==> src/rtl/dmem_arbiter.sv <==
// dmem_arbiter: shares the single-port byte-lane data RAM between the CPU load/store unit and a DMA port.
//   Optional feature macro: DMEM_ARB_STATS_EN (adds grant/conflict/error statistics counters).
//   Ports: clk_i, rst_ni (async active-low); cpu_*/dma_* request side (req, we, addr, be, wdata in;
//   gnt, rvalid, rdata, err out); mem_* RAM side (en, addr, we, wdata out; rdata in, 1-cycle latency);
//   stat_* counters when DMEM_ARB_STATS_EN is defined.
module dmem_arbiter #(
  parameter int AW        = 15,
  parameter int CPU_BURST = 4
) (
  input  logic          clk_i,
  input  logic          rst_ni,
  input  logic          cpu_req_i,
  input  logic          cpu_we_i,
  input  logic [31:0]   cpu_addr_i,
  input  logic [3:0]    cpu_be_i,
  input  logic [31:0]   cpu_wdata_i,
  output logic          cpu_gnt_o,
  output logic          cpu_rvalid_o,
  output logic [31:0]   cpu_rdata_o,
  output logic          cpu_err_o,
  input  logic          dma_req_i,
  input  logic          dma_we_i,
  input  logic [31:0]   dma_addr_i,
  input  logic [3:0]    dma_be_i,
  input  logic [31:0]   dma_wdata_i,
  output logic          dma_gnt_o,
  output logic          dma_rvalid_o,
  output logic [31:0]   dma_rdata_o,
  output logic          dma_err_o,
  output logic          mem_en_o,
  output logic [AW-1:0] mem_addr_o,
  output logic [3:0]    mem_we_o,
  output logic [31:0]   mem_wdata_o,
  input  logic [31:0]   mem_rdata_i
`ifdef DMEM_ARB_STATS_EN
  ,
  output logic [31:0]   stat_cpu_gnt_o,
  output logic [31:0]   stat_dma_gnt_o,
  output logic [31:0]   stat_conflict_o,
  output logic [31:0]   stat_err_o
`endif
);
  typedef enum logic [1:0] {OWN_NONE, OWN_CPU, OWN_DMA} owner_e;
  owner_e      owner_q, owner_d;
  logic        ld_q, ld_d, err_q, err_d;
  logic [3:0]  starve_q, starve_d;
  logic        force_dma, any_gnt, oor, sel_we;
  logic [31:0] sel_addr, sel_wdata;
  logic [3:0]  sel_be;
  // Grants look only at the req lines and starve_q, so no path from we/addr back to gnt.
  always_comb begin
    force_dma   = dma_req_i && (starve_q == 4'(CPU_BURST));
    cpu_gnt_o   = cpu_req_i && !force_dma;
    dma_gnt_o   = dma_req_i && !cpu_gnt_o;
    any_gnt     = cpu_gnt_o || dma_gnt_o;
    sel_we      = cpu_gnt_o ? cpu_we_i : dma_we_i;
    sel_addr    = cpu_gnt_o ? cpu_addr_i : dma_addr_i;
    sel_be      = cpu_gnt_o ? cpu_be_i : dma_be_i;
    sel_wdata   = cpu_gnt_o ? cpu_wdata_i : dma_wdata_i;
    oor         = |(sel_addr >> (AW + 2));
    mem_en_o    = any_gnt && !oor;
    mem_addr_o  = sel_addr[AW+1:2];
    mem_we_o    = mem_en_o ? (sel_be & {4{sel_we}}) : 4'b0;
    mem_wdata_o = sel_wdata;
    owner_d     = cpu_gnt_o ? OWN_CPU : dma_gnt_o ? OWN_DMA : OWN_NONE;
    ld_d        = mem_en_o && !sel_we;
    err_d       = any_gnt && oor;
    starve_d    = (!dma_req_i || dma_gnt_o) ? 4'd0 :
                  (cpu_gnt_o && starve_q != 4'(CPU_BURST)) ? starve_q + 4'd1 : starve_q;
  end
  always_ff @(posedge clk_i or negedge rst_ni) begin
    if (!rst_ni) begin
      owner_q  <= OWN_NONE;
      ld_q     <= 1'b0;
      err_q    <= 1'b0;
      starve_q <= 4'd0;
    end else begin
      owner_q  <= owner_d;
      ld_q     <= ld_d;
      err_q    <= err_d;
      starve_q <= starve_d;
    end
  end
  // RAM data arrives the cycle after the grant, so it is steered by the registered owner.
  always_comb begin
    cpu_rvalid_o = owner_q == OWN_CPU;
    dma_rvalid_o = owner_q == OWN_DMA;
    cpu_err_o    = cpu_rvalid_o && err_q;
    dma_err_o    = dma_rvalid_o && err_q;
    cpu_rdata_o  = (cpu_rvalid_o && ld_q) ? mem_rdata_i : 32'b0;
    dma_rdata_o  = (dma_rvalid_o && ld_q) ? mem_rdata_i : 32'b0;
  end
`ifdef DMEM_ARB_STATS_EN
  logic [31:0] st_cpu_q, st_dma_q, st_conf_q, st_err_q;
  always_ff @(posedge clk_i or negedge rst_ni) begin
    if (!rst_ni) begin
      st_cpu_q  <= 32'd0;
      st_dma_q  <= 32'd0;
      st_conf_q <= 32'd0;
      st_err_q  <= 32'd0;
    end else begin
      st_cpu_q  <= st_cpu_q + {31'b0, cpu_gnt_o};
      st_dma_q  <= st_dma_q + {31'b0, dma_gnt_o};
      st_conf_q <= st_conf_q + {31'b0, cpu_req_i && dma_req_i};
      st_err_q  <= st_err_q + {31'b0, err_d};
    end
  end
  assign stat_cpu_gnt_o  = st_cpu_q;
  assign stat_dma_gnt_o  = st_dma_q;
  assign stat_conflict_o = st_conf_q;
  assign stat_err_o      = st_err_q;
`endif
endmodule

==> config.mk <==
export PLATFORM = sky130hd
export DESIGN_NAME = dmem_arbiter
export DESIGN_NICKNAME = d
export VERILOG_FILES = /design/src/rtl/dmem_arbiter.sv
export SDC_FILE = /design/constraint.sdc
export NUM_CORES = 1
export LEC_CHECK = 0
export ABC_AREA = 1
export BUFFER_PORTS_ARGS = -buffer_cell sky130_fd_sc_hd__buf_2
export CAP_MARGIN = 20
export CORE_AREA = 2 2 115 117
export DETAILED_ROUTE_END_ITERATION = 6
export DIE_AREA = 0 0 117 119
export GPL_TIMING_DRIVEN = 0
export PLACE_DENSITY_LB_ADDON = 0.12
export SLEW_MARGIN = 30
export SYNTH_ARGS = -nofsm -noshare
export SYNTH_HDL_FRONTEND = slang
export SYNTH_SLANG_ARGS = --single-unit
==> constraint.sdc <==
create_clock -name clk_i -period 4.2 [get_ports clk_i]
set_clock_uncertainty 0.15 [all_clocks]
set_input_delay 0.21 -clock clk_i [delete_from_list [all_inputs] [get_ports clk_i]]
set_output_delay 0.21 -clock clk_i [all_outputs]
set_load 0.1 [all_outputs]
# == Word level (Yosys, flattened, before mapping) ==
# Index checks and enable logic that the tools add are counted.
# totals
ff_bits,8
input_bits,174
output_inout_bits,122
elab_cells,41
# classes
add_sub_neg,1
n_eq_ne,4
mux,11
bitwise,1
n_reduce_logical,20
# op_table
operator,n
$mux W32,4
$mux W4,4
$reduce_or A15 Y1,1
$logic_and A1 B1 Y1,11
$logic_not A1 Y1,5
$add A4 B1 Y4 const B,1
$and A4 B4 Y4,1
$eq A4 B3 Y1 const B,1
$mux W2,2
$ne A4 B3 Y1 const B,1
$eq A2 B1 Y1 const B,1
$eq A2 B2 Y1 const B,1
$logic_or A1 B1 Y1,2
$reduce_bool A2 Y1,1
$mux W1,1

# == Logic depth before layout (Yosys ltp) ==
# Gate-level depths: netlist of run 1.
# depth
word_depth,9
depth_mapped,9
mapped_depth_nobuf,9

# == Worst setup path after synthesis of run 1 ==
# No wires, ideal clock.
# synth_path
path_kind,flip-flop to output port
startpoint,register owner_q[0]
endpoint,output cpu_rdata_o[0]
arrival_ps,3530
required_ps,3840
slack_ps,310
stages_incl_launch_ff,6
n_path_buf,1
path_cell_list,dfrtp_1 > inv_1 > nor2_1 > nand2_1 > clkbuf_1 > nor2_1
# synth_via
elab_chain_len,3
# synth_rtl
item,line_no,source
"start, declared",44,"owner_e owner_q, owner_d;"
"start signal, assigned",78,owner_q <= owner_d;
$eq A2 B1 Y1,86,cpu_rvalid_o = owner_q == OWN_CPU;
via cpu_rvalid_o,18,"output logic cpu_rvalid_o,"
$logic_and A1 B1 Y1,90,cpu_rdata_o = (cpu_rvalid_o && ld_q) ? mem_rdata_i : 32'b0;
$mux W32,90,
"end, declared",19,"output logic [31:0] cpu_rdata_o,"
# The timed path passes the listed nets, and every way through them passes these cells.

# == Worst setup path in the final report of run 1 ==
# layout_path
startpoint,register starve_q[0]
endpoint,output mem_wdata_o[8]
# layout_via
elab_chain_len,5
# layout_rtl
item,line_no,source
"start, declared",46,"logic [3:0] starve_q, starve_d;"
"start signal, assigned",81,starve_q <= starve_d;
$eq A4 B3 Y1,52,force_dma = dma_req_i && (starve_q == 4'(CPU_BURST));
$logic_and A1 B1 Y1,52,
$logic_not A1 Y1,53,cpu_gnt_o = cpu_req_i && !force_dma;
$logic_and A1 B1 Y1,53,
$mux W32,59,sel_wdata = cpu_gnt_o ? cpu_wdata_i : dma_wdata_i;
"end, declared",33,"output logic [31:0] mem_wdata_o,"
# No other way between the ends.

==> flow_summary.json, run 1 <==
{
  "status": "finished clean",
  "synth-xor-area-share_pct": 1.109,
  "dieArea_sq_um": 13920,
  "fin_nets": 822,
  "port_buffers": 291,
  "hold_path.class": "in -> reg",
  "ios": 296,
  "finalSetupViolCount": 0,
  "drtAntennaViolNets": 0,
  "drv_slew": 0,
  "synth_top_family_by_area": "simple AND/OR/NAND/NOR gates",
  "htreeDepth": 1,
  "yosysTopAreaCell": "nand2_1",
  "yosys_warnings": 0,
  "p_leak_nw": 2.398,
  "synth_seq_area_share_pct": 12.68,
  "num_rows": 42,
  "r2r-end": "starve_q[2]$_DFFE_PN0P_",
  "die_x_microns": 117,
  "synth-simple-area-share_pct": 68.30,
  "synthAdderAreaFrac_pct": 1.585,
  "wire_per_inst_microns": 10.05,
  "cp.arrival_ns": 2.14,
  "antenna_cells": 0,
  "fin_crit_sh_pct": 59.52,
  "synth_area_leaders": "nand2_1 (41%), nor2_1 (22%), dfrtp_1 (13%)",
  "startpoint_type": "flop",
  "rrSetupSlack_ns": 2.50,
  "dr.pass1.iters": 4,
  "grt_max_degree": 12,
  "hold_violations": 0,
  "cts_resized": 0,
  "fin_util_pct": 25.95,
  "drc_errors": 0,
  "antenna_found_initial": 0,
  "cts-root-buf": "clkbuf_16",
  "powerDensity_nw_per_um2": 241.0,
  "synth_cells": 349,
  "track_usage_pct": 11.04,
  "stdcell_area_sq_um": 3341,
  "hpwl_mm": 7.432,
  "grt_overflow": 0,
  "fin_setup_tns_ns": 0,
  "die_h_microns": 119,
  "reg2reg_from": "starve_q[0]$_DFFE_PN0P_",
  "vias": 3028,
  "endpoint_kind": "output pin",
  "routed_wl_mm": 8.237,
  "yosys-mux-area-fraction_pct": 0,
  "hold_ws_ns": 0.1620,
  "synth_fp_nets": 525,
  "fmax_mhz": 400.0,
  "drive_gt1_share_pct": 47.98,
  "cp_max_fo": 10,
  "worstMarginPinSlew_ns": 0.5158,
  "crit_chain": "inv_1 > ha_1 > nand4_4 > nand2_4 > inv_2 > buf_2 > nand2_1 > nand2_1 > buf_2",
  "clockBufferDepth": 2,
  "vdd.ir_drop.worst_mv": 0.1141,
  "slew_headroom_pct": 65.85,
  "grt_pass1_wl_mm": 12.28,
  "cts_hold_buf": 1,
  "start_util_pct": 12.26,
  "netlist.area_leader.share_pct": 40.65,
  "clock_latency_ns": 0.23,
  "cts.sinks": 8,
  "yosysUniqueCellTypes": 18,
  "dpl_cell_area_sq_um": 3256,
  "post_cts_buffers": 0,
  "post-route-min-period_ns": 2.500,
  "drt_iter0_markers": 67,
  "cap_violations": 0,
  "viasPerCell": 3.693,
  "crit_family": "buffers and inverters",
  "fillers": 1505,
  "whs_path_depth": 3,
  "netlist_area_sq_um": 1579,
  "min_from": "dma_req_i",
  "place.gp.congestion": 0.7552,
  "synth-seq-cells": 8,
  "critPathMaxStageDelay_ns": 0.43,
  "cts_tree": "done",
  "final_cell_mix": "buf_2 (299), nand2_1 (171), nor2_1 (94), inv_1 (43), dfrtp_1 (8)",
  "path_class": "reg -> out",
  "area_delta_synth_final_pct": 111.6,
  "reg2regPathDepth": 8,
  "numCtsBuffers": 3,
  "synth_compound_area_share_pct": 0.4754,
  "critPathSlowestCell": "buf_2",
  "whs_endpoint": "owner_q[1]$_DFF_PN0_",
  "fp.coreArea_sq_um": 12870,
  "final_common_cell": "buf_2",
  "syn_area_per_cell_sq_um": 4.524,
  "grt_pass1_vias": 2865,
  "rsz0062_at_grt": "no",
  "cp.buffers_inverters": 4,
  "crit_required_ns": 3.84,
  "clkTransAtPathRegs_ns": 0.04
}
cell usage after synthesis:
library cell / count
xnor2_1: 1
ha_1: 2
inv_2: 1
xor2_1: 1
buf_6: 2
nor2_1: 94
clkbuf_1: 6
nand4_4: 1
nand2_4: 1
nand3_1: 5
nand2_1: 171
a21boi_0: 1
nor3_1: 2
buf_2: 8
nand3_2: 1
nand2_2: 1
dfrtp_1: 8
inv_1: 43
through the flow:
step	total power, mW	setup WS, ns	cells
2_1_floorplan	0.5107	0.3098	349
3_3_place_gp	0.6534	1.883	816
3_5_place_dp	0.6548	1.869	816
4_1_cts	0.8144	1.616	820
5_1_grt	0.8493	1.487	820
6_report	0.8052	1.700	820
where the power goes:
group / internal, mW / switching (mW) / total, mW / leakage, nW
Clock: 0.122 / 0.0320 / 0.154 / 0.0370
Combinational: 0.118 / 0.450 / 0.568 / 2.26
Sequential: 0.0807 / 0.00230 / 0.0830 / 0.104
Total: 0.321 / 0.484 / 0.805 / 2.40
cell families after synthesis:
group,after synthesis
simple gates,276
flops,8
buf+inv,60
fa+ha+maj,2
xor+xnor,2
compound gates,1
routing by layer:
layer	global-route usage, %	up-vias	wire length (microns)
li1	-	1592	-
met1	9.376	1256	2753
met2	24.28	176	4587
met3	2.392	4	797
met4	2.574	0	99
met5	0	-	0
tightest hold or removal path, stage by stage:
cell	delay, ns
buf_2	0.14
inv_1	0.08
nor2_1	0.06
flip-flops by register name, indices dropped and copies added, names as in the netlist:
| name | count |
|---|---|
| starve_q | 4 |
| ld_q | 1 |
| owner_q | 2 |
| err_q | 1 |
how the worst max path moves through the flow:
stage                                        from               to  slack, ns  cells past startpoint
after floorplan              owner_q[0]$_DFF_PN0_   cpu_rdata_o[0]       0.31                      5
after global placement    starve_q[0]$_DFFE_PN0P_   mem_wdata_o[8]       1.88                      9
after detailed placement  starve_q[0]$_DFFE_PN0P_   mem_wdata_o[8]       1.87                      9
after CTS                 starve_q[0]$_DFFE_PN0P_   mem_wdata_o[8]       1.62                      9
after global routing      starve_q[0]$_DFFE_PN0P_  mem_wdata_o[28]       1.49                      9
final                     starve_q[0]$_DFFE_PN0P_   mem_wdata_o[8]       1.70                      9
cell type report:
type | instances | area (sq um) | share of cell area [%]
Sequential cell | 8 | 200.2 | 5.993
Buffer | 16 | 85.08 | 2.547
Clock buffer | 3 | 75.07 | 2.247
Tap cell | 176 | 220.2 | 6.592
Multi-Input combinational cell | 281 | 1129 | 33.78
Inverter | 44 | 165.2 | 4.944
Timing Repair Buffer | 292 | 1466 | 43.90
Note: power is estimated with default switching activity, not from simulation.
==> inputs of run 2 (changes only) <==
- ABC_AREA: 1 -> 0
- CORE_AREA: 2 2 115 117 -> 2 2 114 116
- DIE_AREA: 0 0 117 119 -> 0 0 116 118
- clock period: 4.2 -> 2.5 ns (I/O delays scaled with it)
==> run 2 against run 1 <==
Compared with the run above:
- clock power increased by 73%
- sequential share of layout area decreased by 0.11 points
- die area decreased by 1.7%
- largest power group unchanged
==> flow_summary.json, run 2 <==
{
  "track_usage_pct": 11.12,
  "post-route-min-period_ns": 2.341,
  "netlist.area_leader.share_pct": 32.59,
  "ios": 296,
  "cap_violations": 0,
  "final_common_cell": "buf_2",
  "endpoint_kind": "output pin",
  "syn_area_per_cell_sq_um": 8.639,
  "synth_seq_area_share_pct": 12.33,
  "clockBufferDepth": 2,
  "crit_required_ns": 2.23,
  "finalNonFillerCells": 655,
  "crit_chain": "nor2b_1 > clkbuf_1 > and3_1 > buf_2",
  "drc_errors": 0,
  "regMostFlops": "starve_q",
  "grt_overflow": 0,
  "vdd.ir_drop.worst_mv": 0.2965,
  "cp_max_fo": 10,
  "cts.sinks": 8,
  "critPathMaxStageDelay_ns": 0.47,
  "drt_iter0_markers": 63,
  "clock_latency_ns": 0.23,
  "status": "finished clean",
  "yosysTopAreaCell": "mux2_2",
  "fillers": 1397,
  "synthTopCellsByCount": "and3_1 (68), mux2_2 (47), clkbuf_1 (14), dfrtp_1 (8), inv_1 (6)",
  "fmax_mhz": 427.2,
  "fin_nets": 661,
  "final_cell_mix": "buf_2 (291), and3_1 (68), mux2_2 (47), clkbuf_1 (12), dfrtp_1 (8)",
  "grt_pass1_wl_mm": 12.15,
  "die_x_microns": 116,
  "critPathSlowestCell": "nor2b_1",
  "crit_family": "buffers and inverters",
  "vias": 2651,
  "rsz0062_at_grt": "no",
  "p_leak_nw": 2.189,
  "start_util_pct": 13.08,
  "cp.buffers_inverters": 2,
  "place.gp.congestion": 0.7170,
  "numCtsBuffers": 3,
  "fin_crit_sh_pct": 93.63,
  "dr.pass1.iters": 4,
  "drv_slew": 0,
  "dpl_cell_area_sq_um": 3316,
  "clkTransAtPathRegs_ns": 0.03,
  "hold_path.class": "in -> reg",
  "netlist_area_sq_um": 1624,
  "yosys_warnings": 0,
  "antenna_cells": 0,
  "cts-root-buf": "clkbuf_16",
  "synth_fp_nets": 364,
  "ys.flop_type": "dfrtp_1",
  "antenna_found_initial": 0,
  "synth_area_leaders": "mux2_2 (33%), and3_1 (26%), dfrtp_1 (12%)",
  "synth-seq-cells": 8,
  "cp.arrival_ns": 2.07,
  "synth_cells": 188,
  "placed_cells": 651,
  "area_delta_synth_final_pct": 109.4,
  "cts_tree": "done",
  "dieArea_sq_um": 13690,
  "yosysUniqueCellTypes": 30,
  "num_rows": 41,
  "finalSetupViolCount": 0,
  "synth-async-reset-ratio_pct": 100.0,
  "hold_ws_ns": 0.05257,
  "wire_per_inst_microns": 12.86,
  "cts_resized": 0,
  "viasPerCell": 4.047,
  "fp.coreArea_sq_um": 12410,
  "hold_violations": 0,
  "grt_pass1_vias": 2508,
  "hpwl_mm": 7.461,
  "htreeDepth": 1,
  "largest_reg_flops": 4,
  "largestRegisters": "starve_q (4), owner_q (2)",
  "drive_gt1_share_pct": 74.12,
  "startpoint_type": "flop",
  "port_buffers": 291,
  "stdcell_area_sq_um": 3401,
  "worstMarginPinSlew_ns": 0.5814,
  "drtAntennaViolNets": 0,
  "grt_max_degree": 11,
  "path_class": "reg -> out",
  "routed_wl_mm": 8.421,
  "die_h_microns": 118,
  "slew_headroom_pct": 61.16,
  "synth_edf_count": 0,
  "yosysMostFrequentCell": "and3_1",
  "powerDensity_nw_per_um2": 361.5
}
==> run 2: cell count changes after synthesis, moves of 3 or more <==
cell and change:
nand2_1 -170, nor4_1 +3, and3_1 +68, o32ai_1 +4, buf_2 -8, inv_1 -37
nor2_1 -93, clkbuf_1 +8, buf_6 +3, nand4_1 +3, mux2_2 +47
==> run 2: worst reg2reg max path, stage by stage, from the launching register on <==
cell and delay, ns:
dfrtp_1 0.37, inv_1 0.07, ha_1 0.22, and3b_1 0.21
o21ai_1 0.20, inv_1 0.11, a22o_2 0.26
==> run 2: timing repair <==
item | 4_1_cts | 5_1_grt
setup endpoints to repair | 0 | 0
buffers inserted | 0 | 0
endpoints found under the hold margin | 8 | 0
hold buffers | 1 | 0
==> run 2: kinds of logic (layout without fill, tap and decap cells) <==
| family | Yosys count | in the layout | synth area share [%] |
|---|---|---|---|
| buffers and inverters | 25 | 320 | 8.089 |
| AND/OR/NAND/NOR | 94 | 94 | 38.91 |
| adder cells (fa/ha/maj) | 2 | 2 | 1.541 |
| multiplexers | 47 | 47 | 32.59 |
| AO/OA/AOI/OAI | 10 | 10 | 5.470 |
| flip-flops | 8 | 8 | 12.33 |
| XOR/XNOR | 2 | 2 | 1.079 |
==> run 2: power by group <==
group	switching, mW	leakage (nW)	internal (mW)
logic	0.616	2.05	0.210
clock network	0.0608	0.0370	0.206
registers	0.00261	0.104	0.134
total	0.679	2.19	0.550
==> run 2: final timing paths <==
| kind | from | to | slack (ns) | depth (start not counted) |
|---|---|---|---|---|
| max | owner_q[1]$_DFF_PN0_ | cpu_rdata_o[7] | 0.16 | 4 |
| min | cpu_we_i | ld_q$_DFF_PN0_ | 0.05 | 2 |
| max reg2reg | starve_q[0]$_DFFE_PN0P_ | err_q$_DFF_PN0_ | 0.81 | 6 |
| min reg2reg | starve_q[0]$_DFFE_PN0P_ | starve_q[0]$_DFFE_PN0P_ | 0.47 | 2 |
| max in group asynchronous | rst_ni | err_q$_DFF_PN0_ | 1.89 | 2 |
| min in group asynchronous | rst_ni | starve_q[3]$_DFFE_PN0P_ | 0.14 | 2 |
==> run 2: layout make-up <==
cell class | instances | area [sq um] | share of cell area (%)
inverters | 6 | 22.52 | 0.6623
repair buffers | 292 | 1466 | 43.12
flip-flops and latches | 8 | 200.2 | 5.887
multi-input cells | 155 | 1310 | 38.52
clock buffers | 3 | 75.07 | 2.208
plain buffers | 19 | 111.4 | 3.274
well taps | 172 | 215.2 | 6.328
==> run 2: routing by layer <==
layer  vias to the layer above  wire [microns]  global-route usage [%]
li1                       1304               -                       -
met3                        10             915                   3.502
met4                         0             159                   2.976
met2                       165            4461                   22.15
met5                         -               0                       0
met1                      1172            2885                   10.61
==> run 2: through the flow <==
step	setup WS (ns)	utilization [%]	power (mW)	setup TNS, ns
2_1_floorplan	-0.9890	-	0.7462	-2.967
6_report	0.1592	27.39	1.229	0
3_5_place_dp	0.3306	26.71	0.9695	0
4_1_cts	0.08778	27.39	1.246	0
3_3_place_gp	0.4088	26.71	0.9647	0
5_1_grt	0.005174	27.39	1.284	0
==> inputs of run 3 (changes only) <==
- ABC_AREA: 0 -> 1
- CORE_AREA: 2 2 114 116 -> 2 2 116 118
- DIE_AREA: 0 0 116 118 -> 0 0 118 120
- SKIP_CTS_REPAIR_TIMING: unset -> 1
==> run 3 against run 2 <==
Compared with the run above:
- core utilization grew 0.71 points
- count of clock-buffer cells in the layout is the same
- register-to-register slack lost 0.04 ns
- cell area grew 7.2%
- worst setup slack gained 0.00067 ns
- highest routed layer unchanged
==> flow_summary.json, run 3 (synthesis results as in run 1) <==
{
  "status": "finished clean",
  "cts-root-buf": "clkbuf_16",
  "critPathSlowestCell": "dfrtp_1",
  "power_switching_mw": 0.8372,
  "cp.arrival_ns": 2.07,
  "cts.sinks": 8,
  "cp_common_cell": "nand2_1",
  "cap_violations": 0,
  "crit_family": "buffers and inverters",
  "worst_slack_ns": 0.1599,
  "finalSetupViolCount": 0,
  "drtAntennaViolNets": 0,
  "crit_chain": "inv_1 > ha_1 > nand4_4 > nand2_4 > inv_2 > buf_2 > nand2_1 > nand2_1 > clkbuf_4",
  "routed_wl_mm": 8.135,
  "ios": 296,
  "fin_crit_sh_pct": 93.60,
  "clockBufferDepth": 2,
  "pre_cts_ws_ns": 0.1867,
  "path_class": "reg -> out",
  "clkTransAtPathRegs_ns": 0.04,
  "rsz0062_at_grt": "yes",
  "pwr-share-seq_pct": 9.9,
  "vias": 3047,
  "grt_pass1_vias": 2830,
  "antenna_found_initial": 0,
  "fin_nets": 822,
  "place.gp.congestion": 0.8184,
  "cts_tree": "done",
  "start_util_pct": 12.17,
  "startpoint_type": "flop",
  "p_leak_nw": 2.404,
  "clock_latency_ns": 0.23,
  "powerDensity_nw_per_um2": 386.7,
  "largestRegisters": "starve_q (4), owner_q (2)",
  "num_rows": 42,
  "dpl_cell_area_sq_um": 3438,
  "antenna_cells": 0,
  "combPwrFrac_pct": 71.0,
  "final_common_cell": "buf_2",
  "final_cell_mix": "buf_2 (254), nand2_1 (171), nor2_2 (70), inv_1 (43), clkbuf_4 (24)",
  "worstMarginPinSlew_ns": 0.7863,
  "crit_required_ns": 2.23,
  "wire_per_inst_microns": 9.921,
  "hold_violations": 0,
  "port_buffers": 291,
  "regMostFlops": "starve_q",
  "fillers": 1476,
  "fp.coreArea_sq_um": 12980,
  "numCtsBuffers": 3,
  "grt_pass1_wl_mm": 12.25,
  "drv_slew": 0,
  "stdcell_area_sq_um": 3647,
  "largest_reg_flops": 4,
  "die_x_microns": 118,
  "viasPerCell": 3.716,
  "fin_util_pct": 28.10,
  "power.total_mw": 1.410,
  "die_h_microns": 120,
  "grt_max_degree": 12,
  "dr.pass1.iters": 4,
  "dieArea_sq_um": 14160,
  "slew_headroom_pct": 47.58,
  "critPathMaxStageDelay_ns": 0.39,
  "cp_max_fo": 10,
  "fmax_mhz": 427.3,
  "cp.buffers_inverters": 4,
  "grt_overflow": 0,
  "drt_iter0_markers": 42,
  "drive_gt1_share_pct": 59.01,
  "drc_errors": 0,
  "htreeDepth": 1,
  "area_delta_synth_final_pct": 131.0,
  "p_clk_share_pct": 19.1,
  "hpwl_mm": 7.210,
  "endpoint_kind": "output pin",
  "vdd.ir_drop.worst_mv": 0.2178,
  "post-route-min-period_ns": 2.340,
  "p_int_mw": 0.5731,
  "track_usage_pct": 10.35,
  "p_sw_share_pct": 59.36,
  "hold_path.class": "in -> reg"
}
==> run 3: cell types whose count changed in the layout (fill, tap and decap cells not counted), sizes merged, moves of 4 or more <==
cell    before  now
buf        296  277
o32ai        5    0
nand2        2  173
mux2        47    0
clkbuf      17   33
nor4         6    0
nor2         1   94
and3        68    0
nand4        5    1
inv          6   44
==> run 3: final timing paths <==
check / from / endpoint / slack, ns / cells past startpoint
worst max register to register: starve_q[0]$_DFFE_PN0P_ / starve_q[3]$_DFFE_PN0P_ / 0.77 / 8
worst min-delay path: dma_req_i / owner_q[1]$_DFF_PN0_ / 0.07 / 3
worst max-delay path: starve_q[0]$_DFFE_PN0P_ / mem_wdata_o[19] / 0.16 / 9
min in group asynchronous: rst_ni / starve_q[3]$_DFFE_PN0P_ / 0.14 / 2
max in group asynchronous: rst_ni / err_q$_DFF_PN0_ / 1.89 / 2
worst min register to register: starve_q[0]$_DFFE_PN0P_ / starve_q[0]$_DFFE_PN0P_ / 0.35 / 1
==> run 3: final cells by class <==
type	instances	area, sq um	share of cell area [%]
plain buffers	16	87.58	2.401
clock buffers	3	75.07	2.058
inverters	44	165.2	4.528
multi-input cells	281	1311	35.95
flip-flops and latches	8	200.2	5.489
well taps	176	220.2	6.038
repair buffers	292	1588	43.53
==> run 3: power by group through the flow <==
stage / clock network (mW) / registers [mW] / logic, mW
2_1_floorplan: 0 / 0.140 / 0.736
3_3_place_gp: 0 / 0.141 / 0.974
3_5_place_dp: 0 / 0.141 / 0.974
4_1_cts: 0.277 / 0.140 / 0.976
5_1_grt: 0.286 / 0.140 / 1.05
6_report: 0.270 / 0.140 / 1.00
==> run 3: metrics by stage <==
stage	setup TNS, ns	hold WS [ns]	cells
2_1_floorplan	-29.93	-0.3206	349
3_3_place_gp	0	-0.1716	816
3_5_place_dp	0	-0.1687	816
4_1_cts	-0.5061	-0.4141	819
5_1_grt	-0.03007	0.09343	820
6_report	0	0.07430	820
==> run 3: metal layers <==
metal / global-route usage [%] / up-vias / wire length, microns
met5: 0 / - / 0
met4: 0.9036 / 0 / 40
met3: 3.137 / 6 / 814
met2: 22.09 / 180 / 4463
met1: 9.845 / 1265 / 2817
li1: - / 1596 / -
==> run 3: worst reg2reg max path, cell delays in order (launching register included) <==
cell	delay, ns
dfrtp_1	0.39
inv_1	0.06
ha_1	0.22
nand4_4	0.13
nand2_4	0.12
inv_2	0.19
buf_6	0.17
nand2_1	0.12
nor2_1	0.11
